<file path="src/rtl/al422_frame_writer_if.sv">
`default_nettype none
// ============================================================================
// al422_frame_writer_if : pixel stream handshake into the AL422 frame writer
// Rev 1.0
// ============================================================================
interface al422_frame_writer_if;
  logic        frame_start;
  logic        pix_valid;
  logic [14:0] pix_data;
  logic        pix_ready;

  modport master (
    output frame_start,
    output pix_valid,
    output pix_data,
    input  pix_ready
  );

  modport slave (
    input  frame_start,
    input  pix_valid,
    input  pix_data,
    output pix_ready
  );
endinterface
`default_nettype wire

</file>
<file path="src/rtl/al422_frame_writer.sv">
`default_nettype none
// ============================================================================
// al422_frame_writer : serialises RGB555 pixels into AL422 FIFO bytes, low
// byte first. Optional test-pattern source: AL422_WRITER_TEST_PATTERN_EN.
// Rev 1.0
// ============================================================================
module al422_frame_writer #(
  parameter int FRAME_PIXELS = 2048,
  parameter int WRST_CYCLES  = 4
) (
  input  wire logic           in_clk_i,
  input  wire logic           in_rst_i,
`ifdef AL422_WRITER_TEST_PATTERN_EN
  input  wire logic           test_mode_i,
`endif
  al422_frame_writer_if.slave pix_if,
  output logic                fifo_wrst_n_o,
  output logic                fifo_we_n_o,
  output logic [7:0]          fifo_data_o,
  output logic                frame_done_o,
  output logic                frame_err_o,
  output logic                busy_o
);

  localparam logic [15:0] LAST_PIX  = 16'(FRAME_PIXELS - 1);
  localparam logic [7:0]  LAST_WRST = 8'(WRST_CYCLES - 1);

  typedef enum logic [2:0] {
    S_IDLE = 3'd0,
    S_WRST = 3'd1,
    S_LOW  = 3'd2,
    S_HIGH = 3'd3,
    S_DONE = 3'd4
  } state_t;

  state_t      state_q;
  logic [7:0]  wrst_cnt_q;
  logic [15:0] pix_cnt_q;
  logic [7:0]  hi_byte_q;
  logic        wrst_n_q;
  logic        we_n_q;
  logic [7:0]  data_q;
  logic        frame_done_q;
  logic        frame_err_q;

  logic [15:0] pix_word;
  logic        handshake;

`ifdef AL422_WRITER_TEST_PATTERN_EN
  logic        test_mode_q;
  logic [2:0]  bar_idx;
  logic [15:0] bar_word;

  // Colour bar changes every 8 pixels: bit0 red, bit1 green, bit2 blue.
  assign bar_idx  = pix_cnt_q[5:3];
  assign bar_word = {1'b0, {5{bar_idx[2]}}, {5{bar_idx[1]}}, {5{bar_idx[0]}}};
  assign pix_word = test_mode_q ? bar_word : {1'b0, pix_if.pix_data};
`else
  assign pix_word = {1'b0, pix_if.pix_data};
`endif

  // frame_start takes priority over any pixel offered in the same cycle.
  assign pix_if.pix_ready = (state_q == S_LOW) && !pix_if.frame_start;
  assign handshake        = pix_if.pix_valid && pix_if.pix_ready;

  always_ff @(posedge in_clk_i or posedge in_rst_i) begin
    if (in_rst_i) begin
      state_q      <= S_IDLE;
      wrst_cnt_q   <= 8'd0;
      pix_cnt_q    <= 16'd0;
      hi_byte_q    <= 8'd0;
      wrst_n_q     <= 1'b1;
      we_n_q       <= 1'b1;
      data_q       <= 8'd0;
      frame_done_q <= 1'b0;
      frame_err_q  <= 1'b0;
`ifdef AL422_WRITER_TEST_PATTERN_EN
      test_mode_q  <= 1'b0;
`endif
    end else begin
      frame_done_q <= 1'b0;
      if (pix_if.frame_start) begin
        state_q    <= S_WRST;
        wrst_cnt_q <= 8'd0;
        pix_cnt_q  <= 16'd0;
        wrst_n_q   <= 1'b0;
        we_n_q     <= 1'b1;
        // A frame already complete in DONE still reports completion.
        if (state_q == S_LOW || state_q == S_HIGH) begin
          frame_err_q <= 1'b1;
        end
        if (state_q == S_DONE) begin
          frame_done_q <= 1'b1;
        end
`ifdef AL422_WRITER_TEST_PATTERN_EN
        test_mode_q <= test_mode_i;
`endif
      end else begin
        case (state_q)
          S_IDLE: begin
            we_n_q   <= 1'b1;
            wrst_n_q <= 1'b1;
          end
          S_WRST: begin
            if (wrst_cnt_q == LAST_WRST) begin
              state_q  <= S_LOW;
              wrst_n_q <= 1'b1;
            end else begin
              wrst_cnt_q <= wrst_cnt_q + 8'd1;
            end
          end
          S_LOW: begin
            if (handshake) begin
              data_q    <= pix_word[7:0];
              hi_byte_q <= pix_word[15:8];
              we_n_q    <= 1'b0;
              state_q   <= S_HIGH;
            end else begin
              we_n_q <= 1'b1;
            end
          end
          S_HIGH: begin
            data_q    <= hi_byte_q;
            we_n_q    <= 1'b0;
            pix_cnt_q <= pix_cnt_q + 16'd1;
            state_q   <= (pix_cnt_q == LAST_PIX) ? S_DONE : S_LOW;
          end
          S_DONE: begin
            we_n_q       <= 1'b1;
            frame_done_q <= 1'b1;
            state_q      <= S_IDLE;
          end
          default: begin
            state_q <= S_IDLE;
            we_n_q  <= 1'b1;
          end
        endcase
      end
    end
  end

  assign fifo_wrst_n_o = wrst_n_q;
  assign fifo_we_n_o   = we_n_q;
  assign fifo_data_o   = data_q;
  assign frame_done_o  = frame_done_q;
  assign frame_err_o   = frame_err_q;
  assign busy_o        = (state_q != S_IDLE);

endmodule
`default_nettype wire

</file>
<file path="src/flat_wrapper.sv">
// flat-port wrapper written by rule: the top's interface ports become plain ports
module al422_frame_writer_flat 
#(
  parameter int FRAME_PIXELS = 2048,
  parameter int WRST_CYCLES  = 4
)
  (in_clk_i, in_rst_i, fifo_wrst_n_o, fifo_we_n_o, fifo_data_o, frame_done_o, frame_err_o, busy_o, pix_if_frame_start, pix_if_pix_valid, pix_if_pix_data, pix_if_pix_ready);
  al422_frame_writer_if pix_if_i ();
  input  wire logic in_clk_i;
  input  wire logic in_rst_i;
  output logic fifo_wrst_n_o;
  output logic fifo_we_n_o;
  output logic [7:0] fifo_data_o;
  output logic frame_done_o;
  output logic frame_err_o;
  output logic busy_o;
  input wire logic [$bits(pix_if_i.frame_start)-1:0] pix_if_frame_start;
  input wire logic [$bits(pix_if_i.pix_valid)-1:0] pix_if_pix_valid;
  input wire logic [$bits(pix_if_i.pix_data)-1:0] pix_if_pix_data;
  output wire logic [$bits(pix_if_i.pix_ready)-1:0] pix_if_pix_ready;
  assign pix_if_i.frame_start = pix_if_frame_start;
  assign pix_if_i.pix_valid = pix_if_pix_valid;
  assign pix_if_i.pix_data = pix_if_pix_data;
  assign pix_if_pix_ready = pix_if_i.pix_ready;
  al422_frame_writer #(.FRAME_PIXELS(FRAME_PIXELS), .WRST_CYCLES(WRST_CYCLES)) u_core (.in_clk_i(in_clk_i), .in_rst_i(in_rst_i), .pix_if(pix_if_i), .fifo_wrst_n_o(fifo_wrst_n_o), .fifo_we_n_o(fifo_we_n_o), .fifo_data_o(fifo_data_o), .frame_done_o(frame_done_o), .frame_err_o(frame_err_o), .busy_o(busy_o));
endmodule
</file>
<file path="config.mk">
export PLATFORM = sky130hd
export DESIGN_NAME = al422_frame_writer_flat
export DESIGN_NICKNAME = d
export VERILOG_FILES = /design/src/rtl/al422_frame_writer_if.sv /design/src/rtl/al422_frame_writer.sv /design/src/flat_wrapper.sv
export SDC_FILE = /design/constraint.sdc
export NUM_CORES = 1
export LEC_CHECK = 0
export ABC_CLOCK_PERIOD_IN_PS = 2550
export CORE_MARGIN = 5
export CORE_UTILIZATION = 36
export CTS_BUF_LIST = sky130_fd_sc_hd__clkbuf_16
export DETAILED_ROUTE_END_ITERATION = 10
export PLACE_DENSITY = 0.62
export SYNTH_ARGS = -nofsm -noshare
export SYNTH_HDL_FRONTEND = slang
export SYNTH_SLANG_ARGS = --single-unit
</file>
<file path="constraint.sdc">
create_clock -name in_clk_i -period 2.55 [get_ports in_clk_i]
set_input_delay 0.51 -clock in_clk_i [delete_from_list [all_inputs] [get_ports in_clk_i]]
set_output_delay 0.51 -clock in_clk_i [all_outputs]
set_load 0.03 [all_outputs]
</file>
==> results list <==
- Outcome: completed
- For the pin with the worst max-slew slack, the measured transition is ~0.82 ns.
- Vias in the first global route: 1569
* Worst min-delay path category: reg2reg
- Horizontal die dimension: 88.5 µm
* Diodes inserted: 0
- Number of max-slew violations in the final report: 0
* Number of antenna violations at the first check in global routing: 0
- Total Neg Setup Slack: 0 ns
* Floorplan core area: roughly 6000 µm²
- Dividing the detail-routed wire length by the instance count gives around 13 µm.
- Dividing total power by cell area gives a power density of between 800 and 900 nW/µm².
* Cell area after layout: between 2000 and 3000 µm²
- The total overflow left after global routing is 0.
- Multi-input combinational cell area: 982 µm²
- Final hold viol count: 0
* Vias per std cell: roughly 4.9
* CTS sink cnt: 46
- Switching power: 0.000814 W
- Dividing the final minimum period by the clock period gives 88.5%.
- The clock reaches the later pin of the worst-skew pair after 0.28 ns.
* Proportion of synthesized flip-flops having asynchronous set or reset: 100%
* Crit path max fanout: 11
- Count of final setup violators: 0
- Remaining design rule violation count: 0
- Post-cts gate resize count: 0
- Synthesis inferred 46 register bits.
* IO Port Bufs: 32
- Total Die Area: 7830 µm²
- Highest attainable clock frequency: 443 MHz
- Post-Route WL: roughly 4300 µm
- Across the routed clock network, the largest skew measured is 0.00648 ns.
- Filler instances: about 580
* Time the final worst path needs with I/O delays and setup: between 2 and 2.5 ns
* Portion of total power attributed to sequential cells: between 40% and 50%
- The post-route netlist has 12.6% of its cells at a drive strength greater than 1.
- Prevailing post-synth register cell: sky130_fd_sc_hd__dfrtp_1
* Mapped Avg Cell Area: 10.1 µm²
- Number of distinct library cells after synthesis: between 40 and 50
* Relative max-transition margin: 45.3%
- The worst-case IR drop observed on VDD is about 420 µV.
* Synthesized area: 2220 µm²
- At the worst endpoint, the arrival time is about 1.8 ns.
- After legalization and detailed placement, the total HPWL measured 2990 µm.
- After clock tree synthesis, the flow added hold-fix buffers numbering 0.
- Counting along the longest clock path gives a buffer depth of 2.
- Post-CTS clock slew at the launch and capture registers of the worst setup and hold paths: 0.06 ns
- The pre-antenna-repair detailed-routing pass consisted of 4 iterations.
- In the final layout, flip-flops and latches occupy 1150 µm².
- Post-CTS Setup Repair Bufs: 0
- Capturing element type of the critical path: primary output
- Maximum number of pins on one net before global-route repair: 26
- Required time reported for the critical path endpoint: around 2.0 ns
* Sequential fraction of the synthesis area: between 50% and 60%
* Warning count from the yosys run: 0
- The analysis attributes to cell leakage a power of 1.17 nW.
- Die height: about 89 µm
- The floorplan has 28 rows.
* Max-capacitance violation count: 0
- I/O pin count: 33
- The final route contains 1617 vias.
- Gate power share: about 34%
- Yosys mapped a number of flops with a built-in enable equal to 0.
- First-pass GRT wire length: 7470 µm
* Part of the power in the clock network: 25.8%
- For this run, the share of the core covered by cells in the final layout is 46.4%.
- The worst setup path is launched from a flip-flop.
- Setup repair after global routing left no endpoint under its margin.
- Synthesis handed over a netlist of 219 instances.
- When the netlist entered floorplanning its net count stood at 240.
* Overall global routing resource usage: 12.2%
- Int Power: between 0.0015 and 0.002 W
- The H-tree generated during clock tree synthesis spans 2 levels.
- TritonCTS built the clock tree.
* Routability Congestion: about 0.78
- After the first detailed-routing iteration, the DRC count stood at 56.
- Initial core utilization: a little under two fifths
* Layout Area Growth over Synthesis: 24.7%
- The critical path in this run is classified as reg2out.
* Number of buffers inserted during clock tree synthesis: 5
- In this run the clock root is driven by a sky130_fd_sc_hd__clkbuf_16.
* Total placed instance area: 2620 µm²
- Of the total power, the share spent switching nets is 33.8%.
- Layout Nets: roughly 270
- The count of nets left with antenna violations once routing finished came out at 0.
## sequential cells by signal, indices dropped and copies added, names as in the netlist
name / cells
u_core.wrst_cnt_q: 8
u_core.state_q: 3
u_core.hi_byte_q: 7
u_core.frame_err_o: 1
u_core.fifo_we_n_o: 1
u_core.fifo_wrst_n_o: 1
u_core.frame_done_o: 1
u_core.fifo_data_o: 8
u_core.pix_cnt_q: 16
## through the flow
stage / hold slack (ns) / instances / total power, W / worst slack, ns
2_1_floorplan: 0.479 / 219 / 0.00151 / 0.304
3_3_place_gp: 0.461 / 321 / 0.00181 / 0.444
3_5_place_dp: 0.460 / 321 / 0.00182 / 0.435
4_1_cts: 0.477 / 329 / 0.00245 / 0.283
5_1_grt: 0.504 / 329 / 0.00255 / 0.240
6_report: 0.474 / 329 / 0.00241 / 0.294
## worst max-delay path, stage by stage (launching register included)
cell and delay (ns):
sky130_fd_sc_hd__dfrtp_1 0.49, sky130_fd_sc_hd__or3_1 0.38, sky130_fd_sc_hd__clkdlybuf4s50_1 0.59
## synth_stat cells (all sizes together), types with 2 or more instances
| cell | count | share of area, % |
|---|---|---|
| a31oi | 7 | 2.0 |
| a21oi | 5 | 1.1 |
| xor2 | 8 | 3.2 |
| clkbuf | 10 | 2.7 |
| mux2 | 9 | 4.6 |
| and2 | 3 | 0.85 |
| nand2 | 25 | 4.2 |
| ha | 2 | 1.1 |
| dfstp | 2 | 2.4 |
| or4 | 2 | 0.68 |
| or3 | 5 | 1.4 |
| xnor2 | 8 | 3.2 |
| inv | 5 | 0.85 |
| nor3 | 5 | 1.1 |
| nand3b | 2 | 0.68 |
| nand4 | 7 | 2.0 |
| and4 | 2 | 0.85 |
| dfrtp | 44 | 50 |
| nor2 | 34 | 5.8 |
| nand3 | 6 | 1.4 |
| o21ai | 2 | 0.45 |
| nor4 | 5 | 1.4 |
| nor2b | 4 | 1.1 |
## logic make-up (layout without fill, tap and decap cells)
logic type               Yosys count  after routing  share of synthesized area, %
AO/OA/AOI/OAI                     22             22                          7.45
multiplexers                      10             10                          5.02
buffers and inverters             16             51                          3.72
flip-flops                        46             46                          52.0
XOR/XNOR                          16             16                          6.32
adder cells (fa/ha/maj)            2              2                          1.13
AND/OR/NAND/NOR                  107            107                          24.4
## power groups by stage
stage / Combinational, W / Sequential (W) / Clock [W]
floorplan: 0.000394 / 0.00112 / 0
global placement: 0.000825 / 0.000980 / 0
detailed placement: 0.000834 / 0.000982 / 0
CTS: 0.000836 / 0.000970 / 0.000649
global route: 0.000892 / 0.000990 / 0.000669
finish: 0.000820 / 0.000968 / 0.000621
## metal layers
metal | vias up | track usage, % | routed length [µm]
met2 | 32 | 19.0 | 2030
met3 | 5 | 3.26 | 165
met1 | 756 | 16.3 | 2020
met5 | - | 0 | 0
li1 | 824 | - | -
met4 | 0 | 4.95 | 60
## worst paths after layout
path / start / to / slack, ns / depth (start not counted)
worst max-delay path: u_core.state_q[1]$_DFFE_PP0P_ / busy_o / 0.29 / 2
worst min-delay path: u_core.frame_err_o$_DFFE_PP0P_ / u_core.frame_err_o$_DFFE_PP0P_ / 0.47 / 1
worst max register to register: u_core.wrst_cnt_q[0]$_DFFE_PP0P_ / u_core.state_q[2]$_DFFE_PP0P_ / 0.59 / 5
worst min register to register: u_core.frame_err_o$_DFFE_PP0P_ / u_core.frame_err_o$_DFFE_PP0P_ / 0.47 / 1
max in group asynchronous: in_rst_i / u_core.pix_cnt_q[13]$_DFFE_PP0P_ / 1.41 / 3
min in group asynchronous: in_rst_i / u_core.fifo_data_o[5]$_DFFE_PP0P_ / 0.59 / 2
## layout make-up
cell class,instances,share of cell area [%]
clock buffer,5,4.52
clock inverter,3,0.633
inverter,5,0.678
multi-input combinational,157,35.5
sequential,46,41.7
tap,75,3.39
timing repair buffer,38,13.6
## layout by cell type (no fill, tap or decap), types with 2 or more instances in the layout
cell type and n:
sky130_fd_sc_hd__mux2_2 9, sky130_fd_sc_hd__ha_1 2, sky130_fd_sc_hd__a31oi_1 7, sky130_fd_sc_hd__nand2_1 25, sky130_fd_sc_hd__dfstp_2 2, sky130_fd_sc_hd__nand3b_1 2, sky130_fd_sc_hd__nor3_1 5, sky130_fd_sc_hd__xor2_1 8
sky130_fd_sc_hd__inv_1 5, sky130_fd_sc_hd__or4_1 2, sky130_fd_sc_hd__nor2b_1 4, sky130_fd_sc_hd__nand3_1 6, sky130_fd_sc_hd__clkbuf_16 5, sky130_fd_sc_hd__nand4_1 7, sky130_fd_sc_hd__nor2_1 34, sky130_fd_sc_hd__and2_1 3
sky130_fd_sc_hd__buf_4 6, sky130_fd_sc_hd__or3_1 5, sky130_fd_sc_hd__a21oi_1 5, sky130_fd_sc_hd__dfrtp_1 44, sky130_fd_sc_hd__clkdlybuf4s50_1 31, sky130_fd_sc_hd__xnor2_1 8, sky130_fd_sc_hd__nor4_1 5, sky130_fd_sc_hd__o21ai_0 2
(Power assumes the default switching activity.)
